$ cat src/rtl/bin2bcd_pkg.sv
`default_nettype none
// ============================================================================
// Module      : bin2bcd_pkg
// Description : Shared FSM state type, add-3 constants and pow10 helper for
//               the sequential binary-to-BCD converter.
// Revision    : 1.0 - initial release
// ============================================================================
package bin2bcd_pkg;

  typedef enum logic [1:0] {
    ST_IDLE  = 2'd0,
    ST_SHIFT = 2'd1,
    ST_DONE  = 2'd2
  } state_e;

  localparam int ADD3_THRESH = 5;
  localparam int ADD3_VAL    = 3;

  function automatic longint unsigned pow10(input int n);
    longint unsigned r;
    r = 1;
    for (int k = 0; k < n; k++) r = r * 10;
    return r;
  endfunction

endpackage
`default_nettype wire

$ cat src/rtl/bin2bcd_seq_add3.sv
`default_nettype none
// ============================================================================
// Module      : bcd_add3_digit
// Description : Combinational conditional +3 on one 4-bit BCD scratch digit.
// Revision    : 1.0 - initial release
// ============================================================================
module bcd_add3_digit
  import bin2bcd_pkg::*;
(
  input  logic [3:0] i_digit,
  output logic [3:0] o_digit
);

  always_comb begin
    o_digit = i_digit;
    if (i_digit >= 4'(ADD3_THRESH)) begin
      o_digit = i_digit + 4'(ADD3_VAL);
    end
  end

endmodule
`default_nettype wire

$ cat src/rtl/bin2bcd_seq.sv
`default_nettype none
// ============================================================================
// Module      : bin2bcd_seq
// Description : Iterative shift-and-add-3 binary-to-BCD converter with a
//               start/done handshake and registered, saturating outputs.
//               Optional leading-zero blanking when BIN2BCD_LZB_EN is defined.
// Revision    : 1.0 - initial release
// ============================================================================
module bin2bcd_seq
  import bin2bcd_pkg::*;
#(
  parameter int BIN_W  = 7,
  parameter int DIGITS = 2
) (
  input  logic                  clk,
  input  logic                  rstn,
  input  logic                  start,
  input  logic [BIN_W-1:0]      bin,
  output logic                  busy,
  output logic                  done,
  output logic [4*DIGITS-1:0]   bcd,
  output logic                  ovf,
  output logic [DIGITS-1:0]     blank
);

  // One guard digit above the output digits keeps wide inputs from wrapping.
  localparam int                   SCR_W   = 4*DIGITS + 4;
  localparam int                   CNT_W   = (BIN_W > 1) ? $clog2(BIN_W) : 1;
  localparam longint unsigned      OVF_THR = pow10(DIGITS);
  localparam logic [4*DIGITS-1:0]  SAT     = {DIGITS{4'h9}};

  state_e                state_q, state_d;
  logic [SCR_W-1:0]      scr_q, scr_d, scr_adj;
  logic [BIN_W-1:0]      shf_q, shf_d;
  logic [CNT_W-1:0]      cnt_q, cnt_d;
  logic                  ovf_pend_q, ovf_pend_d;
  logic                  busy_q, busy_d;
  logic                  done_q, done_d;
  logic                  ovf_q, ovf_d;
  logic [4*DIGITS-1:0]   bcd_q, bcd_d;
  logic [4*DIGITS-1:0]   result;

  generate
    for (genvar g = 0; g < DIGITS + 1; g++) begin : g_add3
      bcd_add3_digit u_add3 (
        .i_digit (scr_q[4*g +: 4]),
        .o_digit (scr_adj[4*g +: 4])
      );
    end
  endgenerate

  assign result = ovf_pend_q ? SAT : scr_q[4*DIGITS-1:0];

  always_comb begin
    state_d    = state_q;
    scr_d      = scr_q;
    shf_d      = shf_q;
    cnt_d      = cnt_q;
    ovf_pend_d = ovf_pend_q;
    bcd_d      = bcd_q;
    ovf_d      = ovf_q;
    done_d     = 1'b0;
    // Lags the state by one edge so it stays high through the done cycle.
    busy_d     = (state_q != ST_IDLE);
    case (state_q)
      ST_IDLE: begin
        if (start) begin
          state_d    = ST_SHIFT;
          shf_d      = bin;
          scr_d      = '0;
          cnt_d      = '0;
          ovf_pend_d = (64'(bin) >= OVF_THR);
        end
      end
      ST_SHIFT: begin
        {scr_d, shf_d} = {scr_adj, shf_q} << 1;
        cnt_d          = cnt_q + 1'b1;
        if (cnt_q == CNT_W'(BIN_W - 1)) begin
          state_d = ST_DONE;
        end
      end
      ST_DONE: begin
        bcd_d   = result;
        ovf_d   = ovf_pend_q;
        done_d  = 1'b1;
        state_d = ST_IDLE;
      end
      default: state_d = ST_IDLE;
    endcase
  end

  always_ff @(posedge clk or negedge rstn) begin
    if (!rstn) begin
      state_q    <= ST_IDLE;
      scr_q      <= '0;
      shf_q      <= '0;
      cnt_q      <= '0;
      ovf_pend_q <= 1'b0;
      busy_q     <= 1'b0;
      done_q     <= 1'b0;
      ovf_q      <= 1'b0;
      bcd_q      <= '0;
    end else begin
      state_q    <= state_d;
      scr_q      <= scr_d;
      shf_q      <= shf_d;
      cnt_q      <= cnt_d;
      ovf_pend_q <= ovf_pend_d;
      busy_q     <= busy_d;
      done_q     <= done_d;
      ovf_q      <= ovf_d;
      bcd_q      <= bcd_d;
    end
  end

  assign busy = busy_q;
  assign done = done_q;
  assign bcd  = bcd_q;
  assign ovf  = ovf_q;

`ifdef BIN2BCD_LZB_EN
  localparam logic [DIGITS-1:0] BLANK_RST = ~DIGITS'(1);

  logic [DIGITS-1:0] blank_q, blank_d;
  logic              zero_run;

  // Digit 0 is never blanked so a zero value still shows a single 0.
  always_comb begin
    blank_d  = blank_q;
    zero_run = 1'b1;
    if (state_q == ST_DONE) begin
      blank_d = '0;
      for (int i = DIGITS - 1; i >= 1; i--) begin
        zero_run   = zero_run & (result[4*i +: 4] == 4'd0);
        blank_d[i] = zero_run;
      end
    end
  end

  always_ff @(posedge clk or negedge rstn) begin
    if (!rstn) begin
      blank_q <= BLANK_RST;
    end else begin
      blank_q <= blank_d;
    end
  end

  assign blank = blank_q;
`else
  assign blank = '0;
`endif

endmodule
`default_nettype wire
$ cat config.mk
export PLATFORM = sky130hd
export DESIGN_NAME = bin2bcd_seq
export DESIGN_NICKNAME = d
export VERILOG_FILES = /design/src/rtl/bin2bcd_pkg.sv /design/src/rtl/bin2bcd_seq_add3.sv /design/src/rtl/bin2bcd_seq.sv
export SDC_FILE = /design/constraint.sdc
export NUM_CORES = 1
export LEC_CHECK = 0
export BUFFER_PORTS_ARGS = -buffer_cell sky130_fd_sc_hd__buf_4
export CORE_ASPECT_RATIO = 1.75
export CORE_MARGIN = 3
export CORE_UTILIZATION = 53
export CTS_BUF_LIST = sky130_fd_sc_hd__clkbuf_4 sky130_fd_sc_hd__clkbuf_8
export CTS_CLUSTER_DIAMETER = 80
export DETAILED_ROUTE_END_ITERATION = 7
export PLACE_DENSITY = 0.82
export RECOVER_POWER = 100
export SYNTH_ARGS = -nofsm -noshare
export SYNTH_HDL_FRONTEND = slang
export SYNTH_SLANG_ARGS = --single-unit
$ cat constraint.sdc
create_clock -name clk -period 1.33 [get_ports clk]
set_clock_uncertainty 0.15 [all_clocks]
set_input_delay 0.3325 -clock clk [delete_from_list [all_inputs] [get_ports clk]]
set_output_delay 0.3325 -clock clk [all_outputs]
set_load 0.01 [all_outputs]
### After elaboration in Yosys (flattened, before gate mapping)

Cells that the tools add are included.

| storage, ports and cells | value |
|---|---|
| register bits after elaboration | 36 |
| bits of input ports | 10 |
| logic and storage cells | 42 |

| operators by class | value |
|---|---|
| add/subtract/negate cells | 4 |
| magnitude comparators | 4 |
| eq/ne operators | 5 |
| mux-type cells | 14 |
| reductions and logical operators | 6 |

Operator list:

| operator | number |
|---|---|
| 12-bit case mux with 2 select lines | 1 |
| 7-bit case mux with 2 select lines | 1 |
| 4-bit by 3-bit >= comparator with 1-bit output, second input constant | 3 |
| 12-bit two-way mux | 1 |
| 4-bit by 2-bit adder with 4-bit output, second input constant | 2 |
| 4-bit two-way mux | 2 |
| 8-bit two-way mux | 1 |
| 7-bit >= comparator, second input constant | 1 |
| 7-bit two-way mux | 1 |
| 3-bit two-way mux | 2 |
| 3-bit case mux with 2 select lines | 1 |
| 2-bit AND reduction | 3 |
| 2-bit two-way mux | 2 |
| 2-bit inequality test, second input constant | 2 |
| 2-bit case mux with 2 select lines | 1 |
| 2-bit nonzero test | 2 |
| 3-bit by 1-bit adder with 3-bit output, second input constant | 1 |
| 3-bit by 2-bit adder with 3-bit output, second input constant | 1 |
| 3-bit == test, second input constant | 1 |
| 2-bit by 1-bit == test with 1-bit output, second input constant | 1 |
| 2-bit == test, second input constant | 1 |
| 2-bit zero test | 1 |
| 1-bit two-way mux | 1 |

### Depth between registers and ports, before layout

Gate-level depths: netlist (run 1).

| logic depth | value |
|---|---|
| word-level depth | 3 |
| mapped depth | 6 |
| gate-level depth less buffers | 5 |

### By module

Synthesis (run 1) repeated with hierarchy kept, for this count alone.

| unflattened totals | value |
|---|---|
| cells, all modules | 158 |
| area total of the unflattened synthesis | 1649.1 um^2 |

Modules (own cells, without submodules):

| module | times used | cells each | area each (um^2) | seq. area each (um^2) |
|---|---|---|---|---|
| bin2bcd_seq | 1 | 126 | 1446.4 | 800.8 |
| bcd_add3_digit | 2 | 16 | 101.3 | 0.0 |

### Least setup slack after synthesis (run 1)

Ideal clock, no wire load.

| timing | value |
|---|---|
| path kind | register to register |
| start point | reg scr_q[0] |
| end point | reg scr_q[4] |
| library setup time | 0.095 ns |
| data arrival time | 1.158 ns |
| slack | -0.073 ns |
| stages on the path, launching flop included | 6 |
| path buffers | 0 |
| period minus slack after synthesis | 1.403 ns |
| cells stage by stage | dfrtp_1 -> inv_1 -> ha_1 -> nor2b_1 -> o21a_1 -> o31ai_1 |

| between the ends | value |
|---|---|
| longest elaborated chain between the ends | 3 |
| elaborated cells between the ends (all ways) | 4 |
| those cells by class | add/sub: 1; order compare: 1; mux: 2 |

RTL lines:

| element | RTL line | RTL |
|---|---|---|
| start: declaration | bin2bcd_seq.sv:33 | `logic [SCR_W-1:0] scr_q, scr_d, scr_adj;` |
| start signal: assignment | bin2bcd_seq.sv:105 | `scr_q <= scr_d;` |
| 4-bit by 2-bit adder with 4-bit output or 4-bit by 3-bit >= comparator with 1-bit output (tied branches) | bin2bcd_seq_add3.sv:17, bin2bcd_seq_add3.sv:16 |  |
| 4-bit two-way mux * | bin2bcd_seq_add3.sv:16 | `if (i_digit >= 4'(ADD3_THRESH)) begin` |
| 12-bit case mux with 2 select lines * | bin2bcd_seq.sv:65 | `case (state_q)` |

Mark *: on every way between the ends. The rest lies on a longest branch, timed or not.
A chain may end at the register's enable or synchronous reset.

### Worst setup path after layout (run 1)

Same ends and word-level chain as after synthesis.

==> summary.txt, run 1 <==
RUN STATUS
------------------------------------------------------------------------
Status                                                      complete, but fails checks
Violated checks                                             setup timing

GLOBAL ROUTE
------------------------------------------------------------------------
Initial antenna violation count                                        0
Largest net degree at the start of global routing                     33
Global-route congestion overflow total                                 0
Number of global-route vias before repair                           1323
All-layer global routing usage                                    0.2154
Wire length of the first global-routing pass                    5.906 mm

FINISH
------------------------------------------------------------------------
Ant diodes                                                             0
Number of filler instances in the final layout                       193
Net count, final                                                     218
Combined area of the multi-input logic cells                   808.3 um2
Growth of design area from synthesis to finish                    32.77%
Seq. cell area                                                 803.3 um2
Final cell utilization of the core                                0.7636
Share of layout cells above drive strength 1                      0.3941

LOGIC SYNTHESIS
------------------------------------------------------------------------
Combined area of all synthesized cells                      0.001619 mm2
Total of flip-flops plus latches after synthesis                      32
Mean instance size in the synthesized netlist                  10.25 um2
Sequential area share after synthesis                             0.4946
Number of warnings issued by yosys                                     0
Cells after synthesis                                                158
Library cells used by synthesis                                       33

DRT
------------------------------------------------------------------------
Number of vias in the routed layout                                 1292
Router iterations before antenna repair                                3
Count of unresolved DRC violations after routing                       0
Wire length per cell after detailed routing                     15.55 um
Remaining antenna violation count                                      0
Detailed Route Iter0 Violations                                       15
Average vias per placed instance                                   5.617
Total wire length                                               3.576 mm

CTS
------------------------------------------------------------------------
Num CTS Buffers                                                        5
Clk Latency, worst-skew pair                                     0.29 ns
Clk slew on worst S/H paths                                      0.07 ns
Clock Sinks                                                           32
Number of buffers on the longest clock path                            2
Cell at the root of the clock tree                              clkbuf_8
CTS tree                                                           built
CTS H-Tree Depth                                                       2

PWR
------------------------------------------------------------------------
Power share of the clock group                                     0.154
Fraction of power consumed by combinational cells                  0.498
Total power                                                     5.006 mW
Power Internal                                                  3.115 mW
Share of total power consumed by net switching                    0.3777
Leakage power total                                             1.023 nW
Switching power total                                           1.891 mW
Part of the total power dissipated in sequential elements          0.347
Total power density per cell area                            2329 mW/mm2
Peak VDD IR                                                      1368 uV

WORST SETUP PATH
------------------------------------------------------------------------
Worst Path Class, Setup                                       reg -> reg
Crit path required time                                          1.36 ns
Worst-case register-to-register setup slack                     -0.11 ns
Arrival time of data at the critical path endpoint               1.48 ns
Kind of end point of the critical path                          register
CP Max Fanout                                                          3
Setup crit start kind                                           register

PLACED DESIGN
------------------------------------------------------------------------
Post-DP HPWL                                                    2.405 mm
Number of port buffers                                                20
Post-placement setup slack                                    -0.1617 ns
Gpl congestion                                                    0.7740

DIE
------------------------------------------------------------------------
Height of the die                                               79.12 um
Die Width                                                       47.78 um
Standard cell core area                                     0.002815 mm2
Number of top-level design ports                                      23
Initial cell density of the core                                  0.5751
Site Rows                                                             25
Total die area                                              0.003780 mm2

TIMING
------------------------------------------------------------------------
Pins Over Slew Limit                                                   0
PnR worst setup slack                                         -0.1105 ns
Final hold vios                                                        0
Max Fclk                                                       694.2 MHz
Fin Setup TNS                                                 -0.2830 ns
Count of final setup violators                                         7
Time the worst path needs with I/O delays and setup             1.440 ns
Setup repair after global routing missed its margin                 true
Fin crit share                                                     1.083

WORST HOLD PATH
------------------------------------------------------------------------
Worst hold path type                                           in -> reg

FLOW RUN
------------------------------------------------------------------------
Max-cap check violation count                                          0

area by class of cell:
| class | instances | area share |
|---|---|---|
| multi-input cells | 107 | 0.3760 |
| flip-flops and latches | 32 | 0.3737 |
| repair buffers | 46 | 0.1740 |
| clock buffers | 6 | 0.03842 |
| inverters | 10 | 0.01746 |
| well taps | 27 | 0.01572 |
| clock inverters | 2 | 0.004657 |
cells in the mapped netlist (all sizes together):
cell	n	share of area
mux2i	1	0.0062
and3	1	0.0039
nor2	4	0.0093
and2b	2	0.011
o31ai	8	0.037
a21oi	7	0.022
nor2b	9	0.039
clkbuf	1	0.0023
o21ai	15	0.046
or2	1	0.0039
o311ai	1	0.0054
o21bai	1	0.0046
a22o	4	0.022
o211ai	4	0.019
mux2	1	0.0093
ha	6	0.046
a22oi	6	0.028
conb	1	0.0023
nand3b	2	0.0093
inv	10	0.023
nand2b	6	0.023
o21a	2	0.0093
a31oi	1	0.0039
dfrtp	32	0.49
o2111ai	4	0.022
buf	9	0.051
xnor2	1	0.0054
nand2	18	0.042
stage by stage:
| stage | std cells | cell area (um2) | hold slack (ns) |
|---|---|---|---|
| after floorplan | 159 | 1638 | -0.1131 |
| after CTS | 226 | 2052 | 0.1820 |
| after global placement | 213 | 1863 | 0.1338 |
| after detailed placement | 213 | 1863 | 0.1396 |
| final | 230 | 2150 | 0.1648 |
| after global routing | 230 | 2150 | 0.2043 |
cell families after synthesis:
group,count (synthesis),synth area share
and+or+nand+nor,43,0.1414
other,1,0.002316
buffers and inverters,20,0.07650
adders and majority gates,6,0.04637
xor gates and xnor gates,1,0.005411
muxes,2,0.01545
DFF,32,0.4946
AOI/OAI and AO/OA,53,0.2179
path summary, 6_finish.rpt:
kind,end,start,cells past startpoint
max,scr_q[4],scr_q[0],5
min,shf_q[1],bin[1],3
max reg2reg,scr_q[4],scr_q[0],5
min reg2reg,bcd[3],bcd[3],2
max in group asynchronous,state_q[0],rstn,2
min in group asynchronous,scr_q[5],rstn,2
power by group through the flow:
| stage | logic (mW) | registers, mW | clock network [mW] |
|---|---|---|---|
| after floorplan | 1.31 | 1.65 | 0 |
| after global placement | 1.90 | 1.66 | 0 |
| after detailed placement | 2.01 | 1.70 | 0 |
| after CTS | 2.27 | 1.70 | 0.789 |
| after global routing | 2.78 | 1.79 | 0.841 |
| final | 2.49 | 1.74 | 0.773 |
critical path: stages, from the launching register on:
cell and delay (ns):
dfrtp_1 0.39, inv_2 0.07, ha_4 0.16, nor2b_4 0.12, o21a_1 0.21, o31ai_2 0.23
routing by layer:
metal / vias to the layer above / global-route usage / wire, um
li1: 639 / - / -
met1: 619 / 0.2361 / 1384
met2: 27 / 0.3767 / 1986
met3: 7 / 0.04762 / 137
met4: 0 / 0.08086 / 67
met5: - / 0 / 0
sequential cells by signal, summed over array words and instances (netlist names):
signal,cells
busy,1
scr_q,8
cnt_q,3
ovf_pend_q,1
state_q,2
done,1
bcd,8
ovf,1
shf_q,7
cells in the final DEF, fill, tap and decap left out, drive strengths merged, types with 2 or more instances in the layout:
cell | netlist | final
buf | 9 | 44
dfrtp | 32 | 32
nand2 | 18 | 18
o21ai | 15 | 15
inv | 10 | 10
nor2b | 9 | 9
o31ai | 8 | 8
a21oi | 7 | 7
clkbuf | 1 | 7
nand2b | 6 | 6
a22oi | 6 | 6
ha | 6 | 6
a22o | 4 | 4
nor2 | 4 | 4
o211ai | 4 | 4
o2111ai | 4 | 4
o21a | 2 | 2
nand3b | 2 | 2
conb | 1 | 2
clkinv | 0 | 2
and2b | 2 | 2
repair_timing:
item,4_1_cts,5_1_grt
gates cloned,0,0
endpoints found under the setup margin,10,25
buffers inserted,4,4
pin swaps,2,3
gates resized for setup,14,24
hold endpoints to repair,32,0
hold buffers,1,0
(Power assumes the default switching activity.)
==> inputs of run 2 (changes only) <==
Settings changed: PLACE_DENSITY 0.82 to 0.78.
==> run 2 against run 1 <==
  * The run still ends with setup timing left
  * Worst hold slack better by 0.025 ns
  * Register-to-register slack better by 0.02 ns
  * Combinational power shrank 6%
  * First-iteration DRC count increased by 140%
  * Critical path type unchanged
  * Design area decreased by 3.7%
  * Flip-flop and latch count unchanged
  * Highest routed layer unchanged
  * Critical path depth stayed put
  * Non-clock buffer count did not move
==> summary.txt, run 2 (synthesis results as in run 1) <==
DRT
-----------------------------------------------------------------------
Router iterations before antenna repair                               5   +2
Detailed Route Iter0 Violations                                      36   +21
Average vias per placed instance                                  5.922   +5.4%
Top sig layer                                                      met4
Remaining antenna violation count                                     0   unchanged
Routed length on met3                                            117 um   -15%
Length of routed met2 wiring                                   1.943 mm   -2.2%
Total wire length                                              3.603 mm   +0.76%
Number of vias in the routed layout                                1362   +5.4%
Wire length per cell after detailed routing                    15.67 um   +0.76%
Count of unresolved DRC violations after routing                      0   unchanged
Wire length on met1                                            1.359 mm   -1.8%

CTS
-----------------------------------------------------------------------
CTS tree                                                          built
Clk slew on worst S/H paths                                     0.06 ns   about the same
CTS H-Tree Depth                                                      2   unchanged
Clk Latency, worst-skew pair                                    0.29 ns   about the same
Clock Sinks                                                          32   unchanged
Number of buffers on the longest clock path                           2   unchanged
Num CTS Buffers                                                       5   unchanged
Cell at the root of the clock tree                             clkbuf_8

PWR
-----------------------------------------------------------------------
Total power density per cell area                           2330 mW/mm2   about the same
Leakage power total                                           0.9918 nW   -3.1%
Total power                                                    4.825 mW   -3.6%
Peak VDD IR                                                     1195 uV   -13%

FINISH
-----------------------------------------------------------------------
Highest-count cells in the layout ignoring fill and taps   buf_4 (31), dfrtp_1 (30), nand2_1 (18)
Share of layout cells above drive strength 1                     0.3300   -0.06404
Seq. cell area                                                803.3 um2   unchanged
Number of non-filler instances in the completed layout              230   unchanged
Net count, final                                                    218   unchanged
Ant diodes                                                            0   unchanged
Growth of design area from synthesis to finish                   27.90%
Combined area of the multi-input logic cells                  748.2 um2   -7.4%
Most common cell after layout, fill and taps aside                buf_4
Number of filler instances in the final layout                      203   +5.2%

WORST SETUP PATH
-----------------------------------------------------------------------
CP Max Fanout                                                         3   unchanged
Worst Path Class, Setup                                      reg -> reg
Crit path required time                                         1.37 ns   about the same
Setup crit start kind                                          register
Arrival time of data at the critical path endpoint              1.46 ns   -0.02 ns
Kind of end point of the critical path                         register

PLACED DESIGN
-----------------------------------------------------------------------
Post-placement setup slack                                   -0.1316 ns   +0.03012 ns
DP Cell Count                                                       215   +0.94%
Post-DP HPWL                                                   2.524 mm   +5.0%
Number of port buffers                                               20   unchanged
Gpl congestion                                                   0.7561   -2.3%

FLOW RUN
-----------------------------------------------------------------------
Max-cap check violation count                                         0   unchanged

TIMING
-----------------------------------------------------------------------
Fin Setup TNS                                                -0.4014 ns   -0.1184 ns
Max Fclk                                                      702.9 MHz   +1.3%
Fin crit share                                                    1.070   -0.01343
Count of final setup violators                                       13   +6
Time the worst path needs with I/O delays and setup            1.423 ns   -0.01786 ns
PnR worst setup slack                                       -0.09264 ns   +0.01786 ns
Pins Over Slew Limit                                                  0   unchanged
Worst hold slack after final layout                           0.1894 ns   +0.02456 ns
Final hold vios                                                       0   unchanged
Setup repair after global routing missed its margin                true

GLOBAL ROUTE
-----------------------------------------------------------------------
Wire length of the first global-routing pass                   6.051 mm   +2.5%
Initial antenna violation count                                       0   unchanged
Global-route congestion overflow total                                0   unchanged
All-layer global routing usage                                   0.2266   +0.01119
Largest net degree at the start of global routing                    33   unchanged
Number of global-route vias before repair                          1388   +4.9%

WORST HOLD PATH
-----------------------------------------------------------------------
Worst hold path type                                          in -> reg

DIE
-----------------------------------------------------------------------
Site Rows                                                            25   unchanged
Total die area                                             0.003780 mm2   unchanged
Height of the die                                              79.12 um   unchanged
Die Width                                                      47.78 um   unchanged
Standard cell core area                                    0.002815 mm2   unchanged
Number of top-level design ports                                     23   unchanged
Initial cell density of the core                                 0.5751   unchanged

RUN STATUS
-----------------------------------------------------------------------
Status                                                     complete, but fails checks
Violated checks                                            setup timing

-- run 2: cell count changes in the layout (fill, tap and decap cells not counted), sizes merged --
cell	before	now
buf	44	37
clkinv	2	0
clkbuf	7	16
-- run 2: worst max-delay path: stages (launching register included) --
cell and delay [ns]:
dfrtp_1 0.39, inv_2 0.07, ha_4 0.16, nor2b_4 0.12, o21a_1 0.22, o31ai_2 0.22
-- run 2: final timing paths --
path	endpoint	slack, ns	cells after the start	from
max	scr_q[4]	-0.09	5	scr_q[0]
min	shf_q[3]	0.19	3	bin[3]
max reg2reg	scr_q[4]	-0.09	5	scr_q[0]
min reg2reg	bcd[1]	0.33	2	bcd[1]
max in group asynchronous	state_q[1]	0.29	2	rstn
min in group asynchronous	busy	0.41	2	rstn
-- run 2: layout make-up --
class,count,share of cell area
sequential,32,0.3879
multi-input combinational,107,0.3613
timing repair buffer,46,0.1692
clock buffer,8,0.04713
inverter,10,0.01813
tap,27,0.01631
-- run 2: what timing repair did --
action	4_1_cts	5_1_grt
endpoints found under the hold margin	32	0
pin swaps	4	2
endpoints found under the setup margin	11	17
buffers inserted	3	3
hold buffers	1	0
resized for setup	12	12
-- run 2: power by group --
part	switching [mW]	leakage [nW]	total [mW]	internal, mW
Sequential	0.329	0.413	1.69	1.36
Combinational	1.11	0.526	2.33	1.22
Clock	0.347	0.0523	0.809	0.462
Total	1.78	0.992	4.83	3.04
-- run 2: routing by layer --
metal	track usage	vias up
met1	0.2299	665
li1	-	645
met4	0.1294	0
met5	0	-
met2	0.3873	35
met3	0.05669	17
-- run 2: per-stage QoR --
| step | util | cell area (um2) |
|---|---|---|
| finish | 0.7356 | 2071 |
| global route | 0.7356 | 2071 |
| CTS | 0.7338 | 2066 |
| detailed placement | 0.6716 | 1891 |
| global placement | 0.6716 | 1891 |
| floorplan | - | 1638 |
==> inputs of run 3 (changes only) <==
Settings changed: ABC_CLOCK_PERIOD_IN_PS set to 1330, SETUP_SLACK_MARGIN set to 0.02.
==> run 3 against run 2 <==
  * The run still ends with setup timing left
  * Final cell count rose by 3.0%
  * Largest cell class is now multi-input combinational cells
  * Design area grew 7.2%
  * Sequential share of layout area shrank 2.6 points
  * Fmax up 0.89%
  * Count of clock-buffer cells in the layout is 2 lower
==> summary.txt, run 3 (synthesis results as in run 1) <==
FLOW RUN
------------------------------------------------------------------------------
Max-cap check violation count                                                0   unchanged

CTS
------------------------------------------------------------------------------
Clock Sinks                                                                 32   unchanged
CTS H-Tree Depth                                                             2   unchanged
Number of buffers on the longest clock path                                  2   unchanged
Clk slew on worst S/H paths                                            0.07 ns   about the same
Cell at the root of the clock tree                                    clkbuf_8
Num CTS Buffers                                                              5   unchanged
CTS tree                                                                 built
Clk Latency, worst-skew pair                                           0.29 ns   about the same

TIMING
------------------------------------------------------------------------------
Setup repair after global routing missed its margin                       true
Final hold vios                                                              0   unchanged
Fin Setup TNS                                                       -0.5716 ns   -0.1702 ns
Worst hold slack after final layout                                  0.1567 ns   -0.03269 ns
Count of final setup violators                                              14   +1
Fin crit share                                                           1.060   -0.009391
Pins Over Slew Limit                                                         0   unchanged
Max Fclk                                                             709.1 MHz   +0.89%
Time the worst path needs with I/O delays and setup                   1.410 ns   -0.01249 ns
PnR worst setup slack                                              -0.08015 ns   +0.01249 ns

RUN STATUS
------------------------------------------------------------------------------
Status                                                            complete, but fails checks
Violated checks                                                   setup timing

FINISH
------------------------------------------------------------------------------
Most common cell after layout, fill and taps aside                       buf_4
Share of layout cells above drive strength 1                            0.4571   +0.1271
Final cell utilization of the core                                      0.7884   +0.05289
Final cell area excluding filler cells                            0.002220 mm2   +7.2%
Net count, final                                                           225   +3.2%
Highest-count cells in the layout ignoring fill and taps          buf_4 (31), dfrtp_1 (30), nand2_1 (18)
Growth of design area from synthesis to finish                          37.09%
Ant diodes                                                                   0   unchanged

GLOBAL ROUTE
------------------------------------------------------------------------------
Largest net degree at the start of global routing                           33   unchanged
Global-route congestion overflow total                                       0   unchanged
Wire length of the first global-routing pass                          6.216 mm   +2.7%
All-layer global routing usage                                          0.2330   +0.006409
Initial antenna violation count                                              0   unchanged
Number of global-route vias before repair                                 1401   +0.94%

PWR
------------------------------------------------------------------------------
Power Internal                                                        3.238 mW   +6.4%
Share of total power consumed by net switching                          0.3843   +0.01486
Power share of the clock group                                           0.147   -0.021
Fraction of power consumed by combinational cells                        0.528   +0.045
Total power density per cell area                                  2370 mW/mm2   +1.7%
Peak VDD IR                                                            1183 uV   -1.0%
Part of the total power dissipated in sequential elements                0.326   -0.024
Total power                                                           5.260 mW   +9.0%
Switching power total                                                 2.022 mW   +13%
Leakage power total                                                   1.062 nW   +7.0%

WORST SETUP PATH
------------------------------------------------------------------------------
Crit path cell chain                                              inv_2 > ha_4 > nor2b_4 > o21a_1 > o31ai_2
Worst Path Class, Setup                                             reg -> reg
Delay of the slowest cell on the worst path                            0.40 ns   about the same
Setup crit start kind                                                 register
Worst-case reg-to-reg path depth                                             5   unchanged
CP Max Fanout                                                                3   unchanged
Crit path max-delay family                                        compound AO/OA/AOI/OAI gates
Arrival time of data at the critical path endpoint                     1.45 ns   about the same
Crit path required time                                                1.37 ns   about the same
Standard cell with the maximum stage delay on the critical path        dfrtp_1
Worst path depth                                                             5   unchanged
Kind of end point of the critical path                                register
Buffers & Inverters on Critical Path                                         1   unchanged

DRT
------------------------------------------------------------------------------
Average vias per placed instance                                         5.802   -2.0%
Count of unresolved DRC violations after routing                             0   unchanged
Remaining antenna violation count                                            0   unchanged
Number of vias in the routed layout                                       1375   +0.95%
Total wire length                                                     4.098 mm   +14%
Router iterations before antenna repair                                      4   -1
Wire length per cell after detailed routing                           17.29 um   +10%
Detailed Route Iter0 Violations                                             34   -5.6%

DIE
------------------------------------------------------------------------------
Total die area                                                    0.003780 mm2   unchanged
Height of the die                                                     79.12 um   unchanged
Number of top-level design ports                                            23   unchanged
Site Rows                                                                   25   unchanged
Standard cell core area                                           0.002815 mm2   unchanged
Initial cell density of the core                                        0.5751   unchanged
Die Width                                                             47.78 um   unchanged

PLACED DESIGN
------------------------------------------------------------------------------
Number of port buffers                                                      20   unchanged
Gpl congestion                                                          0.7668   +1.4%
Post-DP HPWL                                                          2.515 mm   -0.37%
Instance area at placement                                        0.001903 mm2   +0.66%

WORST HOLD PATH
------------------------------------------------------------------------------
Number of cells on the worst hold path                                       3   unchanged
Worst hold path type                                                 in -> reg

run 3: cell count changes in the layout (fill, tap and decap cells not counted), sizes merged:
cell and delta:
buf +2, clkbuf +3, clkinv +2
run 3: timing repair:
item,in CTS,in global routing
resized for setup,26,33
cloned,0,0
endpoints found under the setup margin,24,31
pin swaps,9,16
endpoints found under the hold margin,32,0
hold buffers,1,0
buffers inserted,12,2
run 3: per-layer routing:
metal | vias to the layer above | GRT usage | part of all wire
met4 | 0 | 0.09704 | 0.015
li1 | 654 | - | -
met1 | 683 | 0.2266 | 0.36
met2 | 31 | 0.4297 | 0.60
met3 | 7 | 0.04989 | 0.025
met5 | - | 0 | 0
run 3: path summary, 6_finish.rpt:
check / slack, ns / end / startpoint
hold reg to reg: 0.33 / bcd[2] / bcd[2]
max in group asynchronous: 0.28 / state_q[1] / rstn
setup reg to reg: -0.08 / scr_q[4] / scr_q[0]
hold / removal: 0.16 / shf_q[1] / bin[1]
min in group asynchronous: 0.41 / done / rstn
setup / recovery: -0.08 / scr_q[4] / scr_q[0]
run 3: power groups by stage:
| stage | Combinational [mW] | Clock [mW] | Sequential (mW) |
|---|---|---|---|
| 2_1_floorplan | 1.31 | 0 | 1.65 |
| 6_report | 2.78 | 0.772 | 1.71 |
| 4_1_cts | 2.55 | 0.781 | 1.68 |
| 3_5_place_dp | 2.11 | 0 | 1.70 |
| 5_1_grt | 3.01 | 0.833 | 1.77 |
| 3_3_place_gp | 2.02 | 0 | 1.68 |
run 3: final cells by class:
class	count	area, um2
clock buffer	6	82.58
clock inverter	2	10.01
fill	191	595.6
inverter	10	37.54
multi-input combinational	107	849.6
sequential	32	803.3
tap	27	33.78
timing repair buffer	53	402.9
run 3: stage by stage:
| step | setup WS [ns] | std cells |
|---|---|---|
| 2_1_floorplan | -0.02437 | 159 |
| 3_3_place_gp | -0.1859 | 215 |
| 3_5_place_dp | -0.1743 | 215 |
| 4_1_cts | -0.1165 | 235 |
| 5_1_grt | -0.1570 | 237 |
| 6_report | -0.08015 | 237 |
run 3: worst reg2reg max path: stages (launching register included):
cell	delay [ns]
dfrtp_1	0.40
inv_2	0.07
ha_4	0.16
nor2b_4	0.12
o21a_1	0.20
o31ai_2	0.22
